$ cat config.mk
export PLATFORM = sky130hd
export DESIGN_NAME = bg_gen_flat
export DESIGN_NICKNAME = d
export VERILOG_FILES = /design/src/rtl/bg_gen_if.sv /design/src/rtl/bg_gen.sv /design/src/flat_wrapper.sv
export SDC_FILE = /design/constraint.sdc
export NUM_CORES = 1
export LEC_CHECK = 0
export ABC_AREA = 1
export CORE_MARGIN = 3
export CORE_UTILIZATION = 50
export CTS_BUF_LIST = sky130_fd_sc_hd__clkbuf_2
export DETAILED_ROUTE_END_ITERATION = 16
export GPL_TIMING_DRIVEN = 1
export HOLD_SLACK_MARGIN = 0.15
export PLACE_DENSITY = 0.8
export SYNTH_ARGS = -nofsm -noshare
export SYNTH_HDL_FRONTEND = slang
export SYNTH_SLANG_ARGS = --single-unit
$ cat constraint.sdc
create_clock -name clk -period 1.9 [get_ports clk]
set_clock_uncertainty 0.1 [all_clocks]
set_input_delay 0.285 -clock clk [delete_from_list [all_inputs] [get_ports clk]]
set_output_delay 0.285 -clock clk [all_outputs]
set_load 0.02 [all_outputs]
$ cat src/rtl/bg_gen_if.sv
// Pixel-stream bundle between the VGA timing/driver side and the background generator.
// The master drives coordinates, frame pulse and mode request; the slave returns the registered colour.
interface bg_gen_if #(
    parameter int COORD_W = 11,
    parameter int COLOR_W = 4
);
    logic               startOfFrame;
    logic [COORD_W-1:0] pxl_x;
    logic [COORD_W-1:0] pxl_y;
    logic [2:0]         screen;
    logic [COLOR_W-1:0] bg_red;
    logic [COLOR_W-1:0] bg_green;
    logic [COLOR_W-1:0] bg_blue;
    logic               bg_valid;

    modport master (
        output startOfFrame, pxl_x, pxl_y, screen,
        input  bg_red, bg_green, bg_blue, bg_valid
    );

    modport slave (
        input  startOfFrame, pxl_x, pxl_y, screen,
        output bg_red, bg_green, bg_blue, bg_valid
    );
endinterface

$ cat src/rtl/bg_gen.sv
// Multi-mode background generator: solid, stripes, checker, gradient, scrolling stripes, starfield.
// One-cycle registered output; mode is latched and scroll advances on each startOfFrame.
module bg_gen #(
    parameter int                 COORD_W     = 11,
    parameter int                 COLOR_W     = 4,
    parameter int                 H_ACTIVE    = 640,
    parameter int                 V_ACTIVE    = 480,
    parameter int                 TILE_LOG2   = 5,
    parameter int                 GRAD_SHIFT  = 6,
    parameter int                 SCROLL_STEP = 2,
    parameter logic [3*COLOR_W-1:0] COLOR_A   = 12'hFFF,
    parameter logic [3*COLOR_W-1:0] COLOR_B   = 12'h000,
    parameter logic [15:0]        LFSR_SEED   = 16'hACE1
) (
    input logic     clk,
    input logic     resetN,
    bg_gen_if.slave bus
);
    localparam int RGB_W = 3 * COLOR_W;

    logic [2:0]         r_mode;
    logic [COORD_W-1:0] r_scroll;
    logic [15:0]        r_lfsr;
    logic [RGB_W-1:0]   r_rgb;
    logic               r_valid;

    logic [2:0]         w_mode;
    logic               w_active;
    logic [15:0]        w_lfsr_next;
    logic               w_scroll_bit;
    logic [COLOR_W-1:0] w_grad_r;
    logic [COLOR_W-1:0] w_grad_g;
    logic [RGB_W-1:0]   w_rgb;

    assign w_mode   = bus.startOfFrame ? bus.screen : r_mode;
    assign w_active = (bus.pxl_x < COORD_W'(H_ACTIVE)) && (bus.pxl_y < COORD_W'(V_ACTIVE));

    // Galois form of x^16+x^14+x^13+x^11, shifting right.
    assign w_lfsr_next = {1'b0, r_lfsr[15:1]} ^ (r_lfsr[0] ? 16'hB400 : 16'h0000);

    // Sum stays COORD_W bits wide so the carry out of the scroll add is dropped.
    assign w_scroll_bit = 1'((COORD_W'(bus.pxl_x + r_scroll)) >> TILE_LOG2);
    assign w_grad_r     = COLOR_W'(bus.pxl_x >> GRAD_SHIFT);
    assign w_grad_g     = COLOR_W'(bus.pxl_y >> GRAD_SHIFT);

    always_comb begin
        w_rgb = '0;
        if (w_active) begin
            case (w_mode)
                3'd0: w_rgb = '1;
                3'd1: w_rgb = COLOR_A;
                3'd2: w_rgb = bus.pxl_y[TILE_LOG2] ? COLOR_B : COLOR_A;
                3'd3: w_rgb = bus.pxl_x[TILE_LOG2] ? COLOR_B : COLOR_A;
                3'd4: w_rgb = (bus.pxl_x[TILE_LOG2] ^ bus.pxl_y[TILE_LOG2]) ? COLOR_B : COLOR_A;
                3'd5: w_rgb = {w_grad_r, w_grad_g, {COLOR_W{1'b1}}};
                3'd6: w_rgb = w_scroll_bit ? COLOR_B : COLOR_A;
                3'd7: w_rgb = (r_lfsr[7:0] == 8'h00) ? COLOR_A : COLOR_B;
                default: w_rgb = '0;
            endcase
        end
    end

    always_ff @(posedge clk or negedge resetN) begin
        if (!resetN) begin
            r_mode   <= 3'd0;
            r_scroll <= '0;
            r_lfsr   <= LFSR_SEED;
            r_rgb    <= '0;
            r_valid  <= 1'b0;
        end else begin
            r_rgb   <= w_rgb;
            r_valid <= w_active;
            // Frame start reloads the LFSR ahead of any advance so every frame repeats its stars.
            if (bus.startOfFrame) begin
                r_mode   <= bus.screen;
                r_scroll <= r_scroll + COORD_W'(SCROLL_STEP);
                r_lfsr   <= LFSR_SEED;
            end else if (w_active) begin
                r_lfsr <= w_lfsr_next;
            end
        end
    end

    assign bus.bg_red   = r_rgb[3*COLOR_W-1:2*COLOR_W];
    assign bus.bg_green = r_rgb[2*COLOR_W-1:COLOR_W];
    assign bus.bg_blue  = r_rgb[COLOR_W-1:0];
    assign bus.bg_valid = r_valid;
endmodule

$ cat src/flat_wrapper.sv
// flat-port wrapper written by rule: the top's interface ports become plain ports
module bg_gen_flat 
#(
    parameter int                 COORD_W     = 11,
    parameter int                 COLOR_W     = 4,
    parameter int                 H_ACTIVE    = 640,
    parameter int                 V_ACTIVE    = 480,
    parameter int                 TILE_LOG2   = 5,
    parameter int                 GRAD_SHIFT  = 6,
    parameter int                 SCROLL_STEP = 2,
    parameter logic [3*COLOR_W-1:0] COLOR_A   = 12'hFFF,
    parameter logic [3*COLOR_W-1:0] COLOR_B   = 12'h000,
    parameter logic [15:0]        LFSR_SEED   = 16'hACE1
)
  (clk, resetN, bus_startOfFrame, bus_pxl_x, bus_pxl_y, bus_screen, bus_bg_red, bus_bg_green, bus_bg_blue, bus_bg_valid);
  bg_gen_if #(.COORD_W(COORD_W), .COLOR_W(COLOR_W)) bus_i ();
  input logic clk;
  input logic resetN;
  input wire logic [$bits(bus_i.startOfFrame)-1:0] bus_startOfFrame;
  input wire logic [$bits(bus_i.pxl_x)-1:0] bus_pxl_x;
  input wire logic [$bits(bus_i.pxl_y)-1:0] bus_pxl_y;
  input wire logic [$bits(bus_i.screen)-1:0] bus_screen;
  output wire logic [$bits(bus_i.bg_red)-1:0] bus_bg_red;
  output wire logic [$bits(bus_i.bg_green)-1:0] bus_bg_green;
  output wire logic [$bits(bus_i.bg_blue)-1:0] bus_bg_blue;
  output wire logic [$bits(bus_i.bg_valid)-1:0] bus_bg_valid;
  assign bus_i.startOfFrame = bus_startOfFrame;
  assign bus_i.pxl_x = bus_pxl_x;
  assign bus_i.pxl_y = bus_pxl_y;
  assign bus_i.screen = bus_screen;
  assign bus_bg_red = bus_i.bg_red;
  assign bus_bg_green = bus_i.bg_green;
  assign bus_bg_blue = bus_i.bg_blue;
  assign bus_bg_valid = bus_i.bg_valid;
  bg_gen #(.COORD_W(COORD_W), .COLOR_W(COLOR_W), .H_ACTIVE(H_ACTIVE), .V_ACTIVE(V_ACTIVE), .TILE_LOG2(TILE_LOG2), .GRAD_SHIFT(GRAD_SHIFT), .SCROLL_STEP(SCROLL_STEP), .COLOR_A(COLOR_A), .COLOR_B(COLOR_B), .LFSR_SEED(LFSR_SEED)) u_core (.clk(clk), .resetN(resetN), .bus(bus_i));
endmodule
==> tab_implementation.tex, run 1 <==
\begin{tabular}{lr}
\hline
Metric & Value \\
\hline
\multicolumn{2}{l}{\textbf{Timing}} \\
\quad Number of endpoints with negative hold slack in the final report & 0 \\
\quad Final-report max-slew violation count & 0 \\
\quad Worst Hold Slack & 181 ps \\
\quad Total Negative Setup Slacks & 0 ps \\
\quad Setup repair after global routing missed its margin & no \\
\quad Highest clock rate & 562 MHz \\
\quad Time the worst path needs with I/O delays and setup & 1780 ps \\
\quad Worst slew slack as a fraction of its limit & 72.6\% \\
\quad Worst Setup Slack, final & 121 ps \\
\quad Final period util & 93.6\% \\
\quad Final setup viols & 0 \\
\quad Slew at the pin closest to its max-slew limit & 411 ps \\
\multicolumn{2}{l}{\textbf{Finish}} \\
\quad Commonest non-fill, non-tap cell in the layout & sky130\_fd\_sc\_hd\_\_nand2\_1 \\
\quad Most frequent cells in the layout & 41 x sky130\_fd\_sc\_hd\_\_nand2\_1, 34 x sky130\_fd\_sc\_hd\_\_clkdlybuf4s50\_1, 31 x sky130\_fd\_sc\_hd\_\_nor2\_1, 26 x sky130\_fd\_sc\_hd\_\_dfrtp\_1, 24 x sky130\_fd\_sc\_hd\_\_nand3\_1 \\
\quad Final standard cell count with taps included and fillers excluded & 296 \\
\quad Number of inserted diodes & 0 \\
\quad Layout Area Growth over Synthesis & 23.6\% \\
\quad Net total in the final layout & 283 \\
\quad Fraction of final layout cells with drive strength greater than 1 & 14.7\% \\
\multicolumn{2}{l}{\textbf{Setup path}} \\
\quad Critical path, cell by cell & clkdlybuf4s50\_1 \\
\quad Capture point of the worst reg-to-reg path & u\_core.r\_rgb[4] \\
\quad CP delay by family, top & buffers and inverters \\
\quad Logic depth of the worst register-to-register path & 7 \\
\quad Reg2Reg Launch Point & u\_core.r\_scroll[4] \\
\quad Critical path class & flop to primary output \\
\quad Critical Path AT & 1390 ps \\
\quad Start point of the critical path & u\_core.r\_rgb[3] \\
\quad Stages on worst setup path & 1 \\
\quad Reg2reg setup slack & 320 ps \\
\quad Worst Setup End Kind & primary output \\
\quad Critical Path Fanout Max & 4 \\
\quad Highest-delay cell along the critical path & sky130\_fd\_sc\_hd\_\_clkdlybuf4s50\_1 \\
\quad Critical path buffers and inverters & 1 \\
\quad Startpoint kind of the worst setup timing path & flop \\
\quad Max incr delay on CP & 620 ps \\
\quad Data required, critical path & 1510 ps \\
\multicolumn{2}{l}{\textbf{Power}} \\
\quad Total chip power & 1.66 mW \\
\quad Share of power burned in combinational logic & 26.7\% \\
\quad P\_leak & 1.03 nW \\
\quad Clock network power share & 20.1\% \\
\quad Total internal power & 1.11 mW \\
\quad Sw Share & 33.2\% \\
\quad Seq pwr share & 53.2\% \\
\quad Power density cells & 757 mW/mm\^{}2 \\
\quad Total net switching power & 550 uW \\
\quad Largest voltage drop on the vdd net & 0.000465 V \\
\multicolumn{2}{l}{\textbf{Logic synthesis}} \\
\quad Number of synthesized flops with an enable pin & 0 \\
\quad Dominant synthesized flop cell & sky130\_fd\_sc\_hd\_\_dfrtp\_1 \\
\quad Synthesis-stage register bit count & 34 \\
\quad Synthesis warning total & 0 \\
\quad Post-synthesis net count & 246 \\
\quad Mapped Cells & 214 \\
\quad Synth area leaders & sky130\_fd\_sc\_hd\_\_dfrtp\_1 37\%, sky130\_fd\_sc\_hd\_\_dfstp\_2 12\%, sky130\_fd\_sc\_hd\_\_nand2\_1 8.7\%, sky130\_fd\_sc\_hd\_\_nand3\_1 6.8\%, sky130\_fd\_sc\_hd\_\_nor2\_1 6.6\% \\
\quad Leading area contributor after synthesis & sky130\_fd\_sc\_hd\_\_dfrtp\_1 \\
\quad Portion of the post-synthesis area used by sequential elements & 48.6\% \\
\quad Avg Synthesized Cell Area & 8.28 um\^{}2 \\
\quad Netlist Area Pre-Place & 0.00177 mm\^{}2 \\
\quad Share of the synthesized area in the top cell type & 36.7\% \\
\quad Share of async-settable or async-resettable flops after synthesis & 100\% \\
\quad Distinct cell type count of the synthesized netlist & 26 \\
\multicolumn{2}{l}{\textbf{Routing}} \\
\quad Starting DRT DRC Count & 99 \\
\quad Total length of routed wires & 3460 um \\
\quad Detailed Routing Iterations Pass 1 & 4 \\
\quad Wire per inst & 11.7 um \\
\quad Number of vias in the routed layout & 1490 \\
\quad Antenna Violating Nets Remaining & 0 \\
\quad Number of remaining DRC errors & 0 \\
\quad Average via count per standard cell & 5.03 \\
\multicolumn{2}{l}{\textbf{Clock tree}} \\
\quad Number of buffers added by the clock tree synthesis step & 5 \\
\quad Clock transition at the register clock pins on the worst setup and hold paths after CTS & 170 ps \\
\quad H-tree level count & 2 \\
\quad Clk sinks & 34 \\
\quad Clk Latency, worst-skew pair & 380 ps \\
\quad Clock tree from TritonCTS & done \\
\quad \# resized after CTS & 0 \\
\quad CTS root buffer & sky130\_fd\_sc\_hd\_\_clkbuf\_2 \\
\quad Buffers inserted by post-CTS timing repair & 0 \\
\quad Bufs on Longest Clock Path & 2 \\
\quad Number of hold-repair buffers added at the cts stage & 0 \\
\multicolumn{2}{l}{\textbf{Global routing}} \\
\quad Global-route wire length before repair & 6290 um \\
\quad GRT Resource Usage Total & 19.5\% \\
\quad Antenna violations before repair & 0 \\
\quad Largest net degree at the start of global routing & 35 \\
\quad Grt ovf & 0 \\
\quad Via count of the first global-routing pass & 1418 \\
\multicolumn{2}{l}{\textbf{Placement}} \\
\quad Port Buf Inserts & 34 \\
\quad Final GP Congestion & 0.798 \\
\quad Half-perimeter wire length of the detailed placement result & 2540 um \\
\quad Worst Setup Slack post-DPL & -22.0 ps \\
\quad Placed instance count & 288 \\
\multicolumn{2}{l}{\textbf{Run}} \\
\quad Max cap viols & 0 \\
\multicolumn{2}{l}{\textbf{Floorplan}} \\
\quad Area of the die & 0.00429 mm\^{}2 \\
\quad Chip height & 65.5 um \\
\quad Standard-cell rows & 20 \\
\quad Floorplan Core Area & 0.00320 mm\^{}2 \\
\quad Initial core utilization & 55.3\% \\
\quad Number of primary I/O pins & 41 \\
\quad DIE WIDTH & 65.5 um \\
\multicolumn{2}{l}{\textbf{Min path}} \\
\quad Worst min path class & input pin to asynchronous set/reset pin \\
\multicolumn{2}{l}{\textbf{Run status}} \\
\quad Result of the run & complete, no violations \\
\hline
\end{tabular}
[per-layer routing]
metal	share of wire, %	vias up	GRT usage (%)
met5	0	-	0
met4	2.7	0	12.4
met3	4.7	8	4.10
met2	47	46	29.8
met1	46	674	24.8
li1	-	762	-
[state kept, by name, summed over array words and instances, names as in the netlist]
signal	cells
u_core.r_mode	3
u_core.r_rgb	9
u_core.bus.bg_valid	1
u_core.r_lfsr	16
u_core.r_scroll	5
[worst max-delay path by stage]
stage                             endpoint  slack [ps]
after detailed placement   u_core.r_rgb[6]         -20
after floorplan           u_core.r_rgb[10]         440
after global placement     u_core.r_rgb[3]         -20
after CTS                   bus_bg_blue[3]          80
final                       bus_bg_blue[3]         120
after global routing        bus_bg_blue[3]          30
[cells in the mapped netlist (2+ instances only)]
master                      n
sky130_fd_sc_hd__a21oi_1    3
sky130_fd_sc_hd__inv_2      2
sky130_fd_sc_hd__nor2_1    31
sky130_fd_sc_hd__nand2_4    3
sky130_fd_sc_hd__o21ai_0   12
sky130_fd_sc_hd__clkbuf_1   5
sky130_fd_sc_hd__inv_1     17
sky130_fd_sc_hd__nand4_1   12
sky130_fd_sc_hd__buf_4      4
sky130_fd_sc_hd__nand3_1   24
sky130_fd_sc_hd__buf_6      2
sky130_fd_sc_hd__xor2_1     6
sky130_fd_sc_hd__nand2_1   41
sky130_fd_sc_hd__ha_1       4
sky130_fd_sc_hd__dfrtp_1   26
sky130_fd_sc_hd__nand2_2    5
sky130_fd_sc_hd__dfstp_2    8
[layout make-up]
type                       instances  area [um^2]
timing repair buffer              42          400
sequential                        34          861
inverter                          21         81.3
clock buffer                       7         35.0
fill                             292         1010
multi-input combinational        147          753
tap                               44         55.1
clock inverter                     1         3.75
[metrics by stage]
stage               area [um^2]  utilization (%)
CTS                        2190             68.4
global placement           2150             67.1
floorplan                  1770                -
detailed placement         2150             67.1
finish                     2190             68.4
global route               2190             68.4
[kinds of logic after synthesis]
logic type               share of synthesized area, %
flip-flops                                       48.6
AO/OA/AOI/OAI                                    5.01
buffers and inverters                            8.90
XOR/XNOR                                         3.46
AND/OR/NAND/NOR                                  31.2
adder cells (fa/ha/maj)                          2.82
[power groups by stage]
stage | sequential [mW] | clock [mW] | combinational (mW)
5_1_grt | 0.892 | 0.377 | 0.518
3_3_place_gp | 0.890 | 0 | 0.430
4_1_cts | 0.880 | 0.348 | 0.448
3_5_place_dp | 0.891 | 0 | 0.447
6_report | 0.881 | 0.333 | 0.443
2_1_floorplan | 0.884 | 0 | 0.304
Note: power is estimated with default switching activity, not from simulation.
==> run 2: changes to the inputs <==
--- a/config.mk
+++ b/config.mk
@@ -16,3 +16,4 @@
 export SYNTH_ARGS = -nofsm -noshare
 export SYNTH_HDL_FRONTEND = slang
 export SYNTH_SLANG_ARGS = --single-unit
+export TNS_END_PERCENT = 100
==> results of run 2 <==
Same layout as run 1: the final DEF is identical, and so are final timing and power.
